### config.mk
export PLATFORM = sky130hd
export DESIGN_NAME = pipe_hazard_ctrl_flat
export DESIGN_NICKNAME = d
export VERILOG_FILES = /design/src/rtl/pipe_hazard_ctrl_if.sv /design/src/rtl/pipe_hazard_ctrl.sv /design/src/flat_wrapper.sv
export SDC_FILE = /design/constraint.sdc
export NUM_CORES = 1
export LEC_CHECK = 0
export BUFFER_PORTS_ARGS = -buffer_cell sky130_fd_sc_hd__buf_2
export CORE_ASPECT_RATIO = 1.5
export CORE_UTILIZATION = 51
export CTS_BUF_LIST = sky130_fd_sc_hd__clkbuf_4
export DETAILED_ROUTE_END_ITERATION = 6
export HOLD_SLACK_MARGIN = 0.1
export PLACE_DENSITY_LB_ADDON = 0.1
export REMOVE_ABC_BUFFERS = 1
export SLEW_MARGIN = 20
export SYNTH_ARGS = -nofsm -noshare
export SYNTH_HDL_FRONTEND = slang
export SYNTH_SLANG_ARGS = --single-unit
### constraint.sdc
create_clock -name clk -period 2.4 [get_ports clk]
set_clock_uncertainty 0.15 [all_clocks]
set_input_delay 0 -clock clk [delete_from_list [all_inputs] [get_ports clk]]
set_output_delay 0 -clock clk [all_outputs]
set_load 0.005 [all_outputs]
### src/rtl/pipe_hazard_ctrl_if.sv
// pipe_hazard_ctrl_if: bundles the ID-stage decode inputs and the registered
// pipeline control outputs of pipe_hazard_ctrl.
//   slave  : the control unit (consumes ID fields, drives controls)
//   master : whoever presents the ID-stage instruction (IF/ID, bench)
// ID side : id_valid, opcode, funct, id_rs/id_rt/id_rd, equal
// Front   : pc_write, ifid_write, if_flush, pc_src
// ID/EX   : ex_alu_src, ex_reg_write, ex_mem_write, ex_mem_read,
//           ex_mem_to_reg, ex_link, ex_reg_dst, ex_alu_op, ex_dest
// EX/MEM  : mem_reg_write, mem_mem_to_reg, mem_dest
// Status  : mul_busy
interface pipe_hazard_ctrl_if #(
  parameter int REG_ADDR_W = 5,
  parameter int ALUOP_W    = 3
);
  logic                  id_valid;
  logic [5:0]            opcode;
  logic [5:0]            funct;
  logic [REG_ADDR_W-1:0] id_rs;
  logic [REG_ADDR_W-1:0] id_rt;
  logic [REG_ADDR_W-1:0] id_rd;
  logic                  equal;

  logic                  pc_write;
  logic                  ifid_write;
  logic                  if_flush;
  logic [1:0]            pc_src;

  logic                  ex_alu_src;
  logic                  ex_reg_write;
  logic                  ex_mem_write;
  logic                  ex_mem_read;
  logic                  ex_mem_to_reg;
  logic                  ex_link;
  logic [1:0]            ex_reg_dst;
  logic [ALUOP_W-1:0]    ex_alu_op;
  logic [REG_ADDR_W-1:0] ex_dest;

  logic                  mem_reg_write;
  logic                  mem_mem_to_reg;
  logic [REG_ADDR_W-1:0] mem_dest;
  logic                  mul_busy;

  modport master (
    output id_valid, opcode, funct, id_rs, id_rt, id_rd, equal,
    input  pc_write, ifid_write, if_flush, pc_src,
    input  ex_alu_src, ex_reg_write, ex_mem_write, ex_mem_read,
    input  ex_mem_to_reg, ex_link, ex_reg_dst, ex_alu_op, ex_dest,
    input  mem_reg_write, mem_mem_to_reg, mem_dest, mul_busy
  );

  modport slave (
    input  id_valid, opcode, funct, id_rs, id_rt, id_rd, equal,
    output pc_write, ifid_write, if_flush, pc_src,
    output ex_alu_src, ex_reg_write, ex_mem_write, ex_mem_read,
    output ex_mem_to_reg, ex_link, ex_reg_dst, ex_alu_op, ex_dest,
    output mem_reg_write, mem_mem_to_reg, mem_dest, mul_busy
  );
endinterface

### src/rtl/pipe_hazard_ctrl.sv
// pipe_hazard_ctrl: hazard-aware control unit for the 5-stage MIPS pipeline.
// Decodes the ID instruction, resolves beq/bne/j/jal in ID, owns the ID/EX
// and EX/MEM control registers, stalls on load-use and branch-operand
// hazards, and freezes the front end while a multi-cycle mult sits in EX.
// Ports:
//   clk   : rising-edge clock
//   rst_n : asynchronous active-low reset
//   bus   : pipe_hazard_ctrl_if.slave (ID fields in, pipeline controls out)
module pipe_hazard_ctrl #(
  parameter int REG_ADDR_W = 5,
  parameter int ALUOP_W    = 3,
  parameter int MUL_LAT    = 4
) (
  input  logic              clk,
  input  logic              rst_n,
  pipe_hazard_ctrl_if.slave bus
);
  localparam int CNT_W = (MUL_LAT > 2) ? $clog2(MUL_LAT) : 1;

  localparam logic [5:0] OP_RTYPE = 6'b000000;
  localparam logic [5:0] OP_ADDI  = 6'b001000;
  localparam logic [5:0] OP_ANDI  = 6'b001100;
  localparam logic [5:0] OP_LW    = 6'b100011;
  localparam logic [5:0] OP_SW    = 6'b101011;
  localparam logic [5:0] OP_BEQ   = 6'b000100;
  localparam logic [5:0] OP_BNE   = 6'b000101;
  localparam logic [5:0] OP_J     = 6'b000010;
  localparam logic [5:0] OP_JAL   = 6'b000011;
  localparam logic [5:0] FN_MULT  = 6'b011000;

  localparam logic [ALUOP_W-1:0] ALU_ADD = ALUOP_W'(3'b000);
  localparam logic [ALUOP_W-1:0] ALU_SUB = ALUOP_W'(3'b001);
  localparam logic [ALUOP_W-1:0] ALU_RF  = ALUOP_W'(3'b010);
  localparam logic [ALUOP_W-1:0] ALU_AND = ALUOP_W'(3'b011);
  localparam logic [ALUOP_W-1:0] ALU_MUL = ALUOP_W'(3'b100);

  localparam logic [0:0] S_IDLE = 1'b0;
  localparam logic [0:0] S_BUSY = 1'b1;

  typedef struct packed {
    logic               alu_src;
    logic               reg_write;
    logic               mem_write;
    logic               mem_read;
    logic               mem_to_reg;
    logic               link;
    logic [1:0]         reg_dst;
    logic [ALUOP_W-1:0] alu_op;
  } ctrl_t;

  localparam ctrl_t BUBBLE = '0;

  ctrl_t                 ex_q, ex_d, dec;
  logic [REG_ADDR_W-1:0] ex_dest_q, ex_dest_d, id_dest;
  logic                  mem_reg_write_q, mem_reg_write_d;
  logic                  mem_mem_to_reg_q, mem_mem_to_reg_d;
  logic [REG_ADDR_W-1:0] mem_dest_q, mem_dest_d;
  logic [0:0]            state_q, state_d;
  logic [CNT_W-1:0]      cnt_q, cnt_d;

  logic is_beq, is_bne, is_jmp, is_mult, uses_rt;
  logic busy, mul_last, load_use, br_stall, stall, taken;
  logic ex_hit, mem_hit;

  // ---------------- decode ----------------
  always_comb begin
    dec     = BUBBLE;
    is_beq  = 1'b0;
    is_bne  = 1'b0;
    is_jmp  = 1'b0;
    is_mult = 1'b0;
    uses_rt = 1'b0;
    if (bus.id_valid) begin
      case (bus.opcode)
        OP_RTYPE: begin
          dec.reg_write = 1'b1;
          dec.reg_dst   = 2'b01;
          uses_rt       = 1'b1;
          if (bus.funct == FN_MULT) begin
            dec.alu_op = ALU_MUL;
            is_mult    = 1'b1;
          end else begin
            dec.alu_op = ALU_RF;
          end
        end
        OP_ADDI: begin
          dec.alu_src   = 1'b1;
          dec.reg_write = 1'b1;
          dec.alu_op    = ALU_ADD;
        end
        OP_ANDI: begin
          dec.alu_src   = 1'b1;
          dec.reg_write = 1'b1;
          dec.alu_op    = ALU_AND;
        end
        OP_LW: begin
          dec.alu_src    = 1'b1;
          dec.reg_write  = 1'b1;
          dec.mem_read   = 1'b1;
          dec.mem_to_reg = 1'b1;
        end
        OP_SW: begin
          dec.alu_src   = 1'b1;
          dec.mem_write = 1'b1;
          uses_rt       = 1'b1;
        end
        OP_BEQ: begin
          dec.alu_op = ALU_SUB;
          is_beq     = 1'b1;
          uses_rt    = 1'b1;
        end
        OP_BNE: begin
          dec.alu_op = ALU_SUB;
          is_bne     = 1'b1;
          uses_rt    = 1'b1;
        end
        OP_J:    is_jmp = 1'b1;
        OP_JAL: begin
          dec.reg_write = 1'b1;
          dec.reg_dst   = 2'b10;
          dec.link      = 1'b1;
          is_jmp        = 1'b1;
        end
        default: ;
      endcase
    end
  end

  // Destination is forced to 0 for non-writers so that r0 comparisons
  // naturally suppress hazards.
  always_comb begin
    id_dest = '0;
    if (dec.reg_write) begin
      case (dec.reg_dst)
        2'b00:   id_dest = bus.id_rt;
        2'b01:   id_dest = bus.id_rd;
        default: id_dest = REG_ADDR_W'(31);
      endcase
    end
  end

  // ---------------- hazards / front end ----------------
  assign busy     = (state_q == S_BUSY);
  assign mul_last = busy && (cnt_q == CNT_W'(1));

  assign ex_hit  = (ex_dest_q != '0) &&
                   ((ex_dest_q == bus.id_rs) || (ex_dest_q == bus.id_rt));
  assign mem_hit = (mem_dest_q != '0) &&
                   ((mem_dest_q == bus.id_rs) || (mem_dest_q == bus.id_rt));

  assign load_use = bus.id_valid && ex_q.mem_read && (ex_dest_q != '0) &&
                    ((ex_dest_q == bus.id_rs) ||
                     (uses_rt && (ex_dest_q == bus.id_rt)));

  // Branches compare in ID, so any in-flight producer not yet forwardable
  // to ID (ALU result in EX, load data in MEM) must drain first.
  assign br_stall = (is_beq || is_bne) &&
                    ((ex_q.reg_write && ex_hit) || (mem_mem_to_reg_q && mem_hit));

  assign stall = busy || load_use || br_stall;
  assign taken = (is_beq && bus.equal) || (is_bne && !bus.equal);

  always_comb begin
    bus.pc_src   = 2'b00;
    bus.if_flush = 1'b0;
    if (!stall && taken) begin
      bus.pc_src   = 2'b01;
      bus.if_flush = 1'b1;
    end else if (!stall && is_jmp) begin
      bus.pc_src   = 2'b10;
      bus.if_flush = 1'b1;
    end
  end

  assign bus.pc_write   = !stall;
  assign bus.ifid_write = !stall;

  // ---------------- next state ----------------
  always_comb begin
    ex_d             = ex_q;
    ex_dest_d        = ex_dest_q;
    mem_reg_write_d  = ex_q.reg_write;
    mem_mem_to_reg_d = ex_q.mem_to_reg;
    mem_dest_d       = ex_dest_q;
    state_d          = state_q;
    cnt_d            = cnt_q;
    if (busy) begin
      if (mul_last) begin
        // mult leaves EX into EX/MEM; front end was frozen, so EX gets a bubble
        state_d   = S_IDLE;
        cnt_d     = '0;
        ex_d      = BUBBLE;
        ex_dest_d = '0;
      end else begin
        cnt_d            = cnt_q - CNT_W'(1);
        mem_reg_write_d  = 1'b0;
        mem_mem_to_reg_d = 1'b0;
        mem_dest_d       = '0;
      end
    end else begin
      if (stall) begin
        ex_d      = BUBBLE;
        ex_dest_d = '0;
      end else begin
        ex_d      = dec;
        ex_dest_d = id_dest;
        if (is_mult) begin
          state_d = S_BUSY;
          cnt_d   = CNT_W'(MUL_LAT - 1);
        end
      end
    end
  end

  always_ff @(posedge clk or negedge rst_n) begin
    if (!rst_n) begin
      ex_q             <= BUBBLE;
      ex_dest_q        <= '0;
      mem_reg_write_q  <= 1'b0;
      mem_mem_to_reg_q <= 1'b0;
      mem_dest_q       <= '0;
      state_q          <= S_IDLE;
      cnt_q            <= '0;
    end else begin
      ex_q             <= ex_d;
      ex_dest_q        <= ex_dest_d;
      mem_reg_write_q  <= mem_reg_write_d;
      mem_mem_to_reg_q <= mem_mem_to_reg_d;
      mem_dest_q       <= mem_dest_d;
      state_q          <= state_d;
      cnt_q            <= cnt_d;
    end
  end

  assign bus.ex_alu_src     = ex_q.alu_src;
  assign bus.ex_reg_write   = ex_q.reg_write;
  assign bus.ex_mem_write   = ex_q.mem_write;
  assign bus.ex_mem_read    = ex_q.mem_read;
  assign bus.ex_mem_to_reg  = ex_q.mem_to_reg;
  assign bus.ex_link        = ex_q.link;
  assign bus.ex_reg_dst     = ex_q.reg_dst;
  assign bus.ex_alu_op      = ex_q.alu_op;
  assign bus.ex_dest        = ex_dest_q;
  assign bus.mem_reg_write  = mem_reg_write_q;
  assign bus.mem_mem_to_reg = mem_mem_to_reg_q;
  assign bus.mem_dest       = mem_dest_q;
  assign bus.mul_busy       = busy;
endmodule

### src/flat_wrapper.sv
// flat-port wrapper written by rule: the top's interface ports become plain ports
module pipe_hazard_ctrl_flat 
#(
  parameter int REG_ADDR_W = 5,
  parameter int ALUOP_W    = 3,
  parameter int MUL_LAT    = 4
)
  (clk, rst_n, bus_id_valid, bus_opcode, bus_funct, bus_id_rs, bus_id_rt, bus_id_rd, bus_equal, bus_pc_write, bus_ifid_write, bus_if_flush, bus_pc_src, bus_ex_alu_src, bus_ex_reg_write, bus_ex_mem_write, bus_ex_mem_read, bus_ex_mem_to_reg, bus_ex_link, bus_ex_reg_dst, bus_ex_alu_op, bus_ex_dest, bus_mem_reg_write, bus_mem_mem_to_reg, bus_mem_dest, bus_mul_busy);
  pipe_hazard_ctrl_if #(.REG_ADDR_W(REG_ADDR_W), .ALUOP_W(ALUOP_W)) bus_i ();
  input  logic clk;
  input  logic rst_n;
  input wire logic [$bits(bus_i.id_valid)-1:0] bus_id_valid;
  input wire logic [$bits(bus_i.opcode)-1:0] bus_opcode;
  input wire logic [$bits(bus_i.funct)-1:0] bus_funct;
  input wire logic [$bits(bus_i.id_rs)-1:0] bus_id_rs;
  input wire logic [$bits(bus_i.id_rt)-1:0] bus_id_rt;
  input wire logic [$bits(bus_i.id_rd)-1:0] bus_id_rd;
  input wire logic [$bits(bus_i.equal)-1:0] bus_equal;
  output wire logic [$bits(bus_i.pc_write)-1:0] bus_pc_write;
  output wire logic [$bits(bus_i.ifid_write)-1:0] bus_ifid_write;
  output wire logic [$bits(bus_i.if_flush)-1:0] bus_if_flush;
  output wire logic [$bits(bus_i.pc_src)-1:0] bus_pc_src;
  output wire logic [$bits(bus_i.ex_alu_src)-1:0] bus_ex_alu_src;
  output wire logic [$bits(bus_i.ex_reg_write)-1:0] bus_ex_reg_write;
  output wire logic [$bits(bus_i.ex_mem_write)-1:0] bus_ex_mem_write;
  output wire logic [$bits(bus_i.ex_mem_read)-1:0] bus_ex_mem_read;
  output wire logic [$bits(bus_i.ex_mem_to_reg)-1:0] bus_ex_mem_to_reg;
  output wire logic [$bits(bus_i.ex_link)-1:0] bus_ex_link;
  output wire logic [$bits(bus_i.ex_reg_dst)-1:0] bus_ex_reg_dst;
  output wire logic [$bits(bus_i.ex_alu_op)-1:0] bus_ex_alu_op;
  output wire logic [$bits(bus_i.ex_dest)-1:0] bus_ex_dest;
  output wire logic [$bits(bus_i.mem_reg_write)-1:0] bus_mem_reg_write;
  output wire logic [$bits(bus_i.mem_mem_to_reg)-1:0] bus_mem_mem_to_reg;
  output wire logic [$bits(bus_i.mem_dest)-1:0] bus_mem_dest;
  output wire logic [$bits(bus_i.mul_busy)-1:0] bus_mul_busy;
  assign bus_i.id_valid = bus_id_valid;
  assign bus_i.opcode = bus_opcode;
  assign bus_i.funct = bus_funct;
  assign bus_i.id_rs = bus_id_rs;
  assign bus_i.id_rt = bus_id_rt;
  assign bus_i.id_rd = bus_id_rd;
  assign bus_i.equal = bus_equal;
  assign bus_pc_write = bus_i.pc_write;
  assign bus_ifid_write = bus_i.ifid_write;
  assign bus_if_flush = bus_i.if_flush;
  assign bus_pc_src = bus_i.pc_src;
  assign bus_ex_alu_src = bus_i.ex_alu_src;
  assign bus_ex_reg_write = bus_i.ex_reg_write;
  assign bus_ex_mem_write = bus_i.ex_mem_write;
  assign bus_ex_mem_read = bus_i.ex_mem_read;
  assign bus_ex_mem_to_reg = bus_i.ex_mem_to_reg;
  assign bus_ex_link = bus_i.ex_link;
  assign bus_ex_reg_dst = bus_i.ex_reg_dst;
  assign bus_ex_alu_op = bus_i.ex_alu_op;
  assign bus_ex_dest = bus_i.ex_dest;
  assign bus_mem_reg_write = bus_i.mem_reg_write;
  assign bus_mem_mem_to_reg = bus_i.mem_mem_to_reg;
  assign bus_mem_dest = bus_i.mem_dest;
  assign bus_mul_busy = bus_i.mul_busy;
  pipe_hazard_ctrl #(.REG_ADDR_W(REG_ADDR_W), .ALUOP_W(ALUOP_W), .MUL_LAT(MUL_LAT)) u_core (.clk(clk), .rst_n(rst_n), .bus(bus_i));
endmodule
# Yosys cells after proc, flatten, opt, wreduce, memory -nomap -nowiden
# Cells that the tools add are included.
[totals] input_bits=31 romBits=0 ff_bits=26 latch_bits=0 out_inout_bits=29 mem_bits_rw=0 n_memories=0
[classes] n_div=0 add_sub_neg=1 bitwise_logic=0 eq_ne=17 muxes=46 magnitude_cmp=0 shifts=0 reduce_logical=35 n_mul=0
[op_table] op="two-way mux 11 bit" n=4
[op_table] op="two-way mux 5 bit" n=6
[op_table] op="two-way mux 1 bit" n=25
[op_table] op="== test 5 bit" n=4
[op_table] op="logical AND 1 bit" n=14
[op_table] op="two-way mux 2 bit" n=7
[op_table] op="== test 6 x 2 -> 1 bit, second input constant" n=2
[op_table] op="== test 6 x 3 -> 1 bit, second input constant" n=2
[op_table] op="== test 6 x 4 -> 1 bit, second input constant" n=2
[op_table] op="== test 6 bit, second input constant" n=2
[op_table] op="case mux 5 bit (2 select lines)" n=1
[op_table] op="nonzero test 5 bit" n=2
[op_table] op="case mux 3 bit (3 select lines)" n=1
[op_table] op="logical OR 1 bit" n=8
[op_table] op="OR reduction 4 bit" n=2
[op_table] op="== test 6 x 5 -> 1 bit, second input constant" n=1
[op_table] op="logical NOT 6 bit" n=1
[op_table] op="OR reduction 5 bit" n=1
[op_table] op="== test 2 x 1 -> 1 bit, second input constant" n=2
[op_table] op="case mux 2 bit (2 select lines)" n=1
[op_table] op="OR reduction 2 bit" n=2
[op_table] op="two-way mux 3 bit" n=1
[op_table] op="logical NOT 1 bit" n=2
[op_table] op="logical NOT 2 bit" n=1
[op_table] op="5 further kinds" n=5

# Depth between registers and ports, before layout
# Gate-level depths: netlist of run 1.
[logic_depth] depth_word=13 ltp_mapped=8

# Worst setup path before layout of run 1
# OpenSTA, ideal clock, no wires.
[synth_path] path_type="reg-to-reg" startpoint="register u_core.ex_dest_q[2] (netlist: u_core.bus.ex_dest[2])" endpoint="register u_core.ex_q, in the netlist u_core.bus.ex_reg_dst[0]" arrival_ps=1688 stages_incl_launch_ff=8 path_buffers=1 setup_slack_ps=444 setup_time_ps=118 period_less_slack_ps=1956 path_cell_list="dfrtp_1 > xnor2_1 > nand2_1 > or4b_1 > o311a_1 > buf_6 > nor4b_4 > a21o_1"
[synth_between] elab_chain_len=9
[synth_rtl] item="start, declared" line_no="pipe_hazard_ctrl.sv:54" text="logic [REG_ADDR_W-1:0] ex_dest_q, ex_dest_d, id_dest;"
[synth_rtl] item="start signal, assigned" line_no="pipe_hazard_ctrl.sv:226" text="ex_dest_q <= ex_dest_d;"
[synth_rtl] item="== test 5 bit (on tied branches)" line_no="pipe_hazard_ctrl.sv:147, pipe_hazard_ctrl.sv:152, pipe_hazard_ctrl.sv:153"
[synth_rtl] item="logical OR 1 bit" line_no="pipe_hazard_ctrl.sv:147" text="((ex_dest_q == bus.id_rs) || (ex_dest_q == bus.id_rt));"
[synth_rtl] item="logical AND 1 bit" line_no="pipe_hazard_ctrl.sv:146" text="assign ex_hit = (ex_dest_q != '0) &&"
[synth_rtl] item="logical AND 1 bit" line_no="pipe_hazard_ctrl.sv:158" text="((ex_q.reg_write && ex_hit) || (mem_mem_to_reg_q && mem_hit));"
[synth_rtl] item="logical OR 1 bit" line_no="pipe_hazard_ctrl.sv:158"
[synth_rtl] item="logical AND 1 bit" line_no="pipe_hazard_ctrl.sv:157" text="assign br_stall = (is_beq || is_bne) &&"
[synth_rtl] item="logical OR 1 bit (*)" line_no="pipe_hazard_ctrl.sv:160" text="assign stall = busy || load_use || br_stall;"
[synth_rtl] item="two-way mux 11 bit (*)" line_no="pipe_hazard_ctrl.sv:201" text="if (stall) begin"
[synth_rtl] item="two-way mux 11 bit (*)" line_no="pipe_hazard_ctrl.sv:187" text="if (busy) begin"
[synth_rtl] item="end signal, assigned" line_no="pipe_hazard_ctrl.sv:217" text="ex_q <= BUBBLE;"
[synth_rtl] item="end signal, assigned" line_no="pipe_hazard_ctrl.sv:225" text="ex_q <= ex_d;"
[synth_rtl] item="end, declared" line_no="pipe_hazard_ctrl.sv:53" text="ctrl_t ex_q, ex_d, dec;"
# Mark *: on every way between the ends. The rest lies on a longest branch, timed or not.
# A chain may end at the register's enable or synchronous reset.

# Worst setup path in the final report of run 1
[layout_path] startpoint="register u_core.ex_dest_q[0] (netlist: u_core.bus.ex_dest[0])" endpoint="output port bus_if_flush"
[layout_between] elab_chain_len=11
[layout_rtl] item="== test 5 bit (on tied branches)" line_no="pipe_hazard_ctrl.sv:147, pipe_hazard_ctrl.sv:152, pipe_hazard_ctrl.sv:153"
[layout_rtl] item="logical OR 1 bit" line_no="pipe_hazard_ctrl.sv:147"
[layout_rtl] item="logical AND 1 bit" line_no="pipe_hazard_ctrl.sv:146"
[layout_rtl] item="logical AND 1 bit" line_no="pipe_hazard_ctrl.sv:158"
[layout_rtl] item="logical OR 1 bit" line_no="pipe_hazard_ctrl.sv:158"
[layout_rtl] item="logical AND 1 bit" line_no="pipe_hazard_ctrl.sv:157"
[layout_rtl] item="logical OR 1 bit (*)" line_no="pipe_hazard_ctrl.sv:160"
[layout_rtl] item="logical NOT 1 bit (*)" line_no="pipe_hazard_ctrl.sv:166, pipe_hazard_ctrl.sv:169"
[layout_rtl] item="logical AND 1 bit" line_no="pipe_hazard_ctrl.sv:169" text="end else if (!stall && is_jmp) begin"
[layout_rtl] item="two-way mux 1 bit" line_no="pipe_hazard_ctrl.sv:169"
[layout_rtl] item="two-way mux 1 bit (*)" line_no="pipe_hazard_ctrl.sv:166" text="if (!stall && taken) begin"
[layout_rtl] item="end, declared" line_no="flat_wrapper.sv:21" text="output wire logic [$bits(bus_i.if_flush)-1:0] bus_if_flush;"
# Marked as above.

==> impl_metrics.yaml, run 1 <==
critical_path:
  reg2reg_to: "u_core.bus.mul_busy$_DFF_PN0_"
  critical_path_class: "reg -> out"
  critical_path.startpoint: "u_core.bus.ex_dest[0]$_DFFE_PN0P_"
  reg2reg_slack_ns: 0.29
  crit_end: "bus_if_flush"
  end_kind: "output pin"
  worst_r2r_path_depth: 7
  worstPathMaxFanout: 5
  required_ns: 2.25
  critPathLaunchType: "flop"
  critPathArrivalTime_ns: 2.11
  rr_startpoint: "u_core.bus.ex_dest[0]$_DFFE_PN0P_"
placement:
  place_inst: 275
  post-dp-hpwl_um: 3100
  portBuffers: 59
  gp_congestion: 0.949
  dp_slack_ns: 0.144
clock_network:
  cts_made_buffers: 3
  clk_pin_slew_worst_paths_ns: 0.14
  cts_root_buffer: "clkbuf_4"
  cts_tree: "done"
  cts_buffer_depth: 2
  clkLatencyLatePin_ns: 0.32
  cts_num_sinks: 25
  ctsHtreeMaxLevel: 1
sta:
  min_period_over_period_pct: 94.2
  finalSetupTns_ns: 0
  hold_slack_ns: 0.153
  tightest_slew_ns: 0.385
  clock.fmax_mhz: 442
  fin_ws_ns: 0.139
  rsz0062_at_grt: "no"
  hold_violations: 0
  setup_viol: 0
  drv_slew: 0
  relSlewSlack_pct: 74.3
  finalCriticalPeriod_ns: 2.26
final_layout:
  drive_gt1_share_pct: 31.6
  area_growth_pct: 39.2
  fin_nets: 299
  diodes: 0
  num-fill-cells: 213
  fin_cells: 305
power:
  leakage_uw: 0.00112
  power_density_nw_per_um2: 353
  power_frac_clock_pct: 23.7
  intPower_uw: 582
  share_comb_of_total_power_pct: 21.8
  p_sw_uw: 222
  seq_power_share_pct: 54.5
  swShare_pct: 27.6
  vdd_drop_max_mv: 0.251
detailed_routing:
  drt.antenna.violating_nets: 0
  vias: 1669
  drtIter0Drc: 43
  wl_um: 4470
  drc_errors: 0
  drt_pre_antenna_iters: 4
  wl_per_cell_um: 14.6
  vias_per_cell: 5.47
grt:
  grt_use_total_pct: 27.9
  grt_pass1_wl_um: 7070
  globalRouteOverflowTotal: 0
  top_usage_layer: "met2"
  antenna_found_initial: 0
  met3_usage_pct: 2.77
  grt_max_degree: 26
  met2_usage_pct: 51.6
  grt_pass1_vias: 1669
  grtUsageMet1_pct: 31.6
logic_synthesis:
  ys_seq_area_share_pct: 38.2
  avgSynthCellArea_um2: 8.81
  yosysTopAreaCell: "dfrtp_1"
  yosysWarnings: 0
  synth_seq_cells: 25
  synth_enable_flop_cells: 0
  synth_top_area_share_pct: 38.2
  ys_types: 48
  ys.flop_type: "dfrtp_1"
  ys_top_cells_by_area: "dfrtp_1, xnor2_1, nand2_1, a21oi_1, nor2_1"
  async_flop_share_pct: 100
  syn_area_um2: 1640
  syn_inst: 186
die:
  num_io_pins: 60
  start_util_pct: 55.1
  die_w_um: 48.3
  dieHeight_um: 71.4
  rows: 24
  dieArea_um2: 3450
  core_area_um2: 2970
outcome:
  status: "finished, final reports clean"
min_path:
  hold_class: "in -> reg"
job:
  cap_violations: 0
## metal layers
metal	vias to the layer above	share of wire, %
met1	786	39
met3	10	4.2
met5	-	0
li1	809	-
met4	0	1.5
met2	64	56
## synthesized netlist by cell type (all sizes together), types with 3 or more instances
master	n
a21oi	10
inv	6
o21ai	3
clkbuf	4
nand2	33
o31ai	6
or3	6
xnor2	17
nand3	7
nor2b	6
nor3	6
dfrtp	25
nand2b	6
buf	6
xor2	4
nor2	12
nor4	3
## power groups by stage
stage	Combinational (µW)	Sequential (µW)	Clock (µW)
after floorplan	65.4	445	0
after global placement	131	445	0
after detailed placement	138	446	0
after CTS	169	438	197
after global routing	192	440	220
final	175	438	191
## kinds of logic after synthesis
kind of cell    after synthesis  share of synthesized area (%)
flops                        25                           38.2
simple gates                 92                           31.2
compound gates               31                           13.6
buf+inv                      16                           5.04
xor+xnor                     21                           11.2
fa+ha+maj                     1                          0.763
## repair_timing
item                                   in CTS  in global routing
gates resized for setup                     3                  8
setup buffers                               0                  2
setup endpoints to repair                   5                  5
endpoints found under the hold margin      42                  0
hold buffers                               24                  0
## critical path, stage by stage (launching register included)
cell and delay [ns]:
dfrtp_1 0.47, xnor2_1 0.20, nand2_1 0.08, or4b_1 0.55, o311a_4 0.17, nand3_2 0.13
nor2_1 0.07, buf_2 0.13
## metrics by stage
step	power [µW]	cell area, µm²	util [%]
4_1_cts	805	2230	75.0
3_5_place_dp	584	1930	64.9
5_1_grt	852	2280	76.7
2_1_floorplan	510	1580	-
3_3_place_gp	576	1930	64.9
6_report	804	2280	76.7
## how the worst min path moves through the flow
stage	cells past startpoint	to	from	slack, ns
6_report	5	u_core.bus.ex_alu_op[1]$_DFFE_PN0P_	bus_opcode[4]	0.15
5_1_grt	5	u_core.bus.ex_alu_op[1]$_DFFE_PN0P_	bus_opcode[4]	0.16
4_1_cts	5	u_core.bus.ex_alu_op[1]$_DFFE_PN0P_	bus_opcode[4]	0.13
2_1_floorplan	0	u_core.bus.ex_alu_op[0]$_DFFE_PN0P_	rst_n	-0.45
3_5_place_dp	1	u_core.bus.mem_dest[3]$_DFF_PN0_	rst_n	-0.13
3_3_place_gp	1	u_core.bus.mem_dest[3]$_DFF_PN0_	rst_n	-0.14
## area by class of cell
type / instances / area [µm²] / share of cell area, %
sequential: 25 / 629 / 27.6
timing repair buffer: 86 / 568 / 24.9
clock inverter: 1 / 7.51 / 0.329
inverter: 6 / 22.5 / 0.987
tap: 39 / 48.8 / 2.14
multi-input combinational: 145 / 982 / 43.1
clock buffer: 3 / 22.5 / 0.987
## cell usage in the layout (no fill, tap or decap), types with 4 or more instances in the layout
master	synthesis	final
a21oi_1	10	10
buf_2	2	59
dfrtp_1	25	22
dlygate4sd3_1	0	23
inv_1	6	6
nand2_1	32	32
nand2b_1	6	6
nand3_1	5	5
nor2_1	12	12
nor2b_1	6	6
nor3_1	5	4
o31ai_1	5	5
or3_1	6	6
xnor2_1	17	16
xor2_1	4	4
Note: power is estimated with default switching activity, not from simulation.
==> run 2, diff against run 1 <==
==> constraint.sdc (replaced) <==
create_clock -name clk -period 2.1 [get_ports clk]
set_clock_uncertainty 0.15 [all_clocks]
set_input_delay 0 -clock clk [delete_from_list [all_inputs] [get_ports clk]]
set_output_delay 0 -clock clk [all_outputs]
set_load 0.005 [all_outputs]
==> impl_metrics.yaml, run 2 (synthesis results as in run 1) <==
outcome:
  status: "complete, but fails checks"
  violations: "negative setup slack"
die:
  dieHeight_um: 71.4
  start_util_pct: 55.1
  dieArea_um2: 3450
  rows: 24
  die_w_um: 48.3
  num_io_pins: 60
  core_area_um2: 2970
clock_network:
  cts_buffer_depth: 2
  clk_pin_slew_worst_paths_ns: 0.14
  cts_num_sinks: 25
  ctsHtreeMaxLevel: 1
  cts_root_buffer: "clkbuf_4"
  clkLatencyLatePin_ns: 0.32
  cts_made_buffers: 3
  cts_tree: "done"
sta:
  hold_slack_ns: 0.175
  setup_viol: 11
  finalSetupTns_ns: -1.30
  rsz0062_at_grt: "yes"
  clock.fmax_mhz: 430
  fin_ws_ns: -0.228
  hold_violations: 0
  relSlewSlack_pct: 48.6
  finalCriticalPeriod_ns: 2.33
  drv_slew: 0
  min_period_over_period_pct: 111
  tightest_slew_ns: 0.764
grt:
  globalRouteOverflowTotal: 0
  antenna_found_initial: 0
  grt_pass1_vias: 1803
  grt_use_total_pct: 31.6
  grt_pass1_wl_um: 7820
  grt_max_degree: 26
final_layout:
  fin_nets: 317
  drive_gt1_share_pct: 39.4
  diodes: 0
  final_common_cell: "buf_2"
  final_cell_mix: "buf_2, nand2_1, dlygate4sd3_1"
  area_growth_pct: 52.7
  final_util_pct: 84.2
placement:
  post-dp-hpwl_um: 3090
  portBuffers: 59
  gp_congestion: 0.930
  dp_slack_ns: -0.0596
power:
  power_density_nw_per_um2: 377
  vdd_drop_max_mv: 0.415
  leakage_uw: 0.00124
  fin_total_pwr_uw: 945
critical_path:
  cp_num_buf_inv: 3
  critPathTopFamily: "simple AND/OR/NAND/NOR gates"
  cpMaxStageDelayCell: "nor4_1"
  end_kind: "output pin"
  max_stage_delay_ns: 0.69
  critPathArrivalTime_ns: 2.18
  worstPathMaxFanout: 10
  worst_path_most_repeated_cell: "buf_2"
  critical_path_class: "in -> out"
  critPathLaunchType: "input port"
  cp_cell_sequence: "dlygate4sd3_1, buf_2, nor4_1, nand3_1, a21o_1, nand2_1, a21boi_2, buf_2"
  required_ns: 1.95
detailed_routing:
  drc_errors: 0
  vias: 1786
  wl_um: 5240
  wl_per_cell_um: 16.2
  drtIter0Drc: 68
  vias_per_cell: 5.53
  drt_pre_antenna_iters: 5
  drt.antenna.violating_nets: 0
min_path:
  hold_class: "in -> reg"
job:
  cap_violations: 0
## run 2: cell count changes in the layout (fill, tap and decap cells not counted), sizes merged
cell / previous run / this run
dlygate4sd3: 23 / 24
buf: 63 / 80
## run 2: final timing paths
check / startpoint / endpoint / slack [ns] / cells past startpoint
setup / recovery: bus_opcode[5] / bus_ifid_write / -0.23 / 8
hold / removal: bus_opcode[3] / u_core.bus.ex_reg_dst[0]$_DFFE_PN0P_ / 0.18 / 5
setup reg to reg: u_core.bus.ex_dest[3]$_DFFE_PN0P_ / u_core.bus.ex_reg_dst[0]$_DFFE_PN0P_ / -0.08 / 8
hold reg to reg: u_core.bus.ex_mem_write$_DFFE_PN0P_ / u_core.bus.ex_mem_write$_DFFE_PN0P_ / 0.33 / 2
max in group asynchronous: rst_n / u_core.bus.ex_dest[2]$_DFFE_PN0P_ / 1.10 / 4
min in group asynchronous: rst_n / u_core.bus.mem_dest[1]$_DFF_PN0_ / 0.55 / 4
## run 2: repair_timing
item	in CTS	in global routing
pin swaps	7	10
setup buffers	8	1
setup endpoints to repair	15	21
resized for setup	10	17
hold buffers	25	0
endpoints found under the hold margin	42	0
## run 2: where the power goes
part           total [µW]  switching (µW)  internal [µW]  leakage, µW
sequential            500            7.98            492     0.000342
clock                 224             151           72.8    0.0000139
combinational         221             112            109     0.000881
total                 945             271            674      0.00124
## run 2: metal layers
metal  GRT usage (%)  vias up  wire (µm)
met5               0        -          0
met4            10.8        0         88
li1                -      843          -
met2            57.5       81       2950
met3            2.77        9        255
met1            35.4      853       1950
## run 2: metrics by stage
stage | cell area (µm²) | std cells
final | 2500 | 323
after global routing | 2500 | 323
after CTS | 2410 | 322
after detailed placement | 2010 | 285
after global placement | 2010 | 285
after floorplan | 1580 | 176
## run 2: cell type report
class	instances	area, µm²
Multi-Input combinational cell	145	1060
Timing Repair Buffer	104	713
Sequential cell	25	629
Fill cell	172	469
Tap cell	39	48.8
Clock buffer	3	22.5
Inverter	6	22.5
Clock inverter	1	7.51
## run 2: worst register-to-register path, cell delays in order, from the launching register on
cell	delay [ns]
dfrtp_2	0.48
xnor2_2	0.14
nand2_1	0.08
or4b_4	0.54
o311a_4	0.16
buf_4	0.15
buf_6	0.10
nor4b_4	0.12
a21o_1	0.16
==> run 3, diff against run 2 <==
--- a/config.mk
+++ b/config.mk
@@ -5,11 +5,11 @@
 export SDC_FILE = /design/constraint.sdc
 export NUM_CORES = 1
 export LEC_CHECK = 0
-export BUFFER_PORTS_ARGS = -buffer_cell sky130_fd_sc_hd__buf_2
 export CORE_ASPECT_RATIO = 1.5
-export CORE_UTILIZATION = 51
+export CORE_UTILIZATION = 55
 export CTS_BUF_LIST = sky130_fd_sc_hd__clkbuf_4
 export DETAILED_ROUTE_END_ITERATION = 6
+export DONT_BUFFER_PORTS = 1
 export HOLD_SLACK_MARGIN = 0.1
 export PLACE_DENSITY_LB_ADDON = 0.1
 export REMOVE_ABC_BUFFERS = 1
@@ -17,3 +17,4 @@
 export SYNTH_ARGS = -nofsm -noshare
 export SYNTH_HDL_FRONTEND = slang
 export SYNTH_SLANG_ARGS = --single-unit
+export TNS_END_PERCENT = 50
==> impl_metrics.yaml, run 3 (synthesis results as in run 1) <==
outcome:
  status: "complete, but fails checks"
  violations: "negative setup slack"
final_layout:
  fin_nets: 265
  final_area_um2: 2280
  final_util_pct: 82.7
  final_cell_mix: "nand2_1, dlygate4sd3_1, buf_4"
  fin_cells: 269
  area_growth_pct: 39.4
  final_common_cell: "nand2_1"
  diodes: 0
  drive_gt1_share_pct: 25.9
sta:
  relSlewSlack_pct: 58.4
  hold_violations: 0
  hold_slack_ns: 0.136
  drv_slew: 0
  tightest_slew_ns: 0.622
  rsz0062_at_grt: "yes"
  clock.fmax_mhz: 433
  fin_ws_ns: -0.210
  finalCriticalPeriod_ns: 2.31
  min_period_over_period_pct: 110
  setup_viol: 11
power:
  leakage_uw: 0.00100
  vdd_drop_max_mv: 0.461
  power_density_nw_per_um2: 405
  fin_total_pwr_uw: 925
critical_path:
  critPathArrivalTime_ns: 2.16
  cp_cell_sequence: "xnor2_1, nand2_1, or4b_4, o311a_4, buf_6, a21boi_1, buf_4"
  required_ns: 1.95
  critical_path_class: "reg -> out"
  end_kind: "output pin"
  cpMaxStageDelayCell: "or4b_4"
  critPathLaunchType: "flop"
  worstPathMaxFanout: 5
  max_stage_delay_ns: 0.49
detailed_routing:
  wl_um: 5310
  drc_errors: 0
  drt.antenna.violating_nets: 0
  vias: 1635
  drtIter0Drc: 65
  vias_per_cell: 6.08
  wl_per_cell_um: 19.7
  drt_pre_antenna_iters: 4
grt:
  met2_usage_pct: 55.7
  grt_pass1_wl_um: 7330
  grtUsageMet1_pct: 37.6
  met3_usage_pct: 5.73
  grt_use_total_pct: 32.7
  globalRouteOverflowTotal: 0
  grt_pass1_vias: 1597
  grt_max_degree: 26
  antenna_found_initial: 0
  top_usage_layer: "met2"
min_path:
  hold_class: "in -> out"
die:
  rows: 23
  core_area_um2: 2760
  dieArea_um2: 3210
  start_util_pct: 59.3
  num_io_pins: 60
  dieHeight_um: 68.9
  die_w_um: 46.6
clock_network:
  cts_made_buffers: 3
  clkLatencyLatePin_ns: 0.33
  ctsHtreeMaxLevel: 1
  cts_root_buffer: "clkbuf_4"
  cts_buffer_depth: 2
  cts_num_sinks: 25
  clk_pin_slew_worst_paths_ns: 0.15
  cts_tree: "done"
placement:
  gp_congestion: 0.936
  place_inst: 227
  portBuffers: 0
  post-dp-hpwl_um: 3110
  place_area_um2: 1730
job:
  cap_violations: 0
==> run 3: where the power goes <==
group	leakage [µW]	switching [µW]	total [µW]	internal, µW
Combinational	0.000643	91.5	185	93.2
Sequential	0.000341	8.89	501	492
Clock	0.0000184	152	239	87.4
==> run 3: timing repair <==
action                     4_1_cts  5_1_grt
hold endpoints to repair        48        1
hold buffers                    25        3
gates resized for setup          8       22
gates cloned                     0        0
setup endpoints to repair       19       20
setup buffers                    6        4
pin swaps                        7       14
==> run 3: final timing paths <==
| path | start | endpoint | slack (ns) | cells after the start |
|---|---|---|---|---|
| setup / recovery | u_core.bus.ex_dest[0]$_DFFE_PN0P_ | bus_ifid_write | -0.21 | 7 |
| min in group asynchronous | rst_n | u_core.bus.mem_dest[0]$_DFF_PN0_ | 0.55 | 4 |
| max in group asynchronous | rst_n | u_core.bus.ex_dest[3]$_DFFE_PN0P_ | 1.06 | 4 |
| hold reg to reg | u_core.bus.ex_reg_dst[1]$_DFFE_PN0P_ | u_core.bus.ex_reg_dst[1]$_DFFE_PN0P_ | 0.37 | 2 |
| hold / removal | bus_equal | bus_pc_src[0] | 0.14 | 4 |
| setup reg to reg | u_core.bus.ex_dest[0]$_DFFE_PN0P_ | u_core.bus.ex_mem_read$_DFFE_PN0P_ | -0.17 | 9 |
==> run 3: cell type report <==
cell class                 count  area [µm²]
multi-input combinational    145        1070
sequential                    25         631
timing repair buffer          52         488
fill                         167         478
tap                           37        46.3
clock buffer                   4        30.0
inverter                       6        22.5
==> run 3: per-stage QoR <==
stage | setup TNS [ns] | setup slack [ns]
floorplan | -0.0910 | -0.0758
global placement | 0 | 0.00868
detailed placement | -0.935 | -0.106
CTS | -0.421 | -0.152
global route | -3.25 | -0.319
finish | -1.49 | -0.210
==> run 3: critical path: cells and delay by family, from the launching register on <==
family | cells | cell delay [ns]
simple gates | 2 | 0.60
flops | 1 | 0.47
compound gates | 2 | 0.29
buf+inv | 2 | 0.27
xor+xnor | 1 | 0.20
==> run 3: metal layers <==
metal  share of wire (%)  vias up
met5                   0        -
met1                  37      790
li1                    -      742
met3                 5.8       24
met2                  53       79
met4                 4.4        0
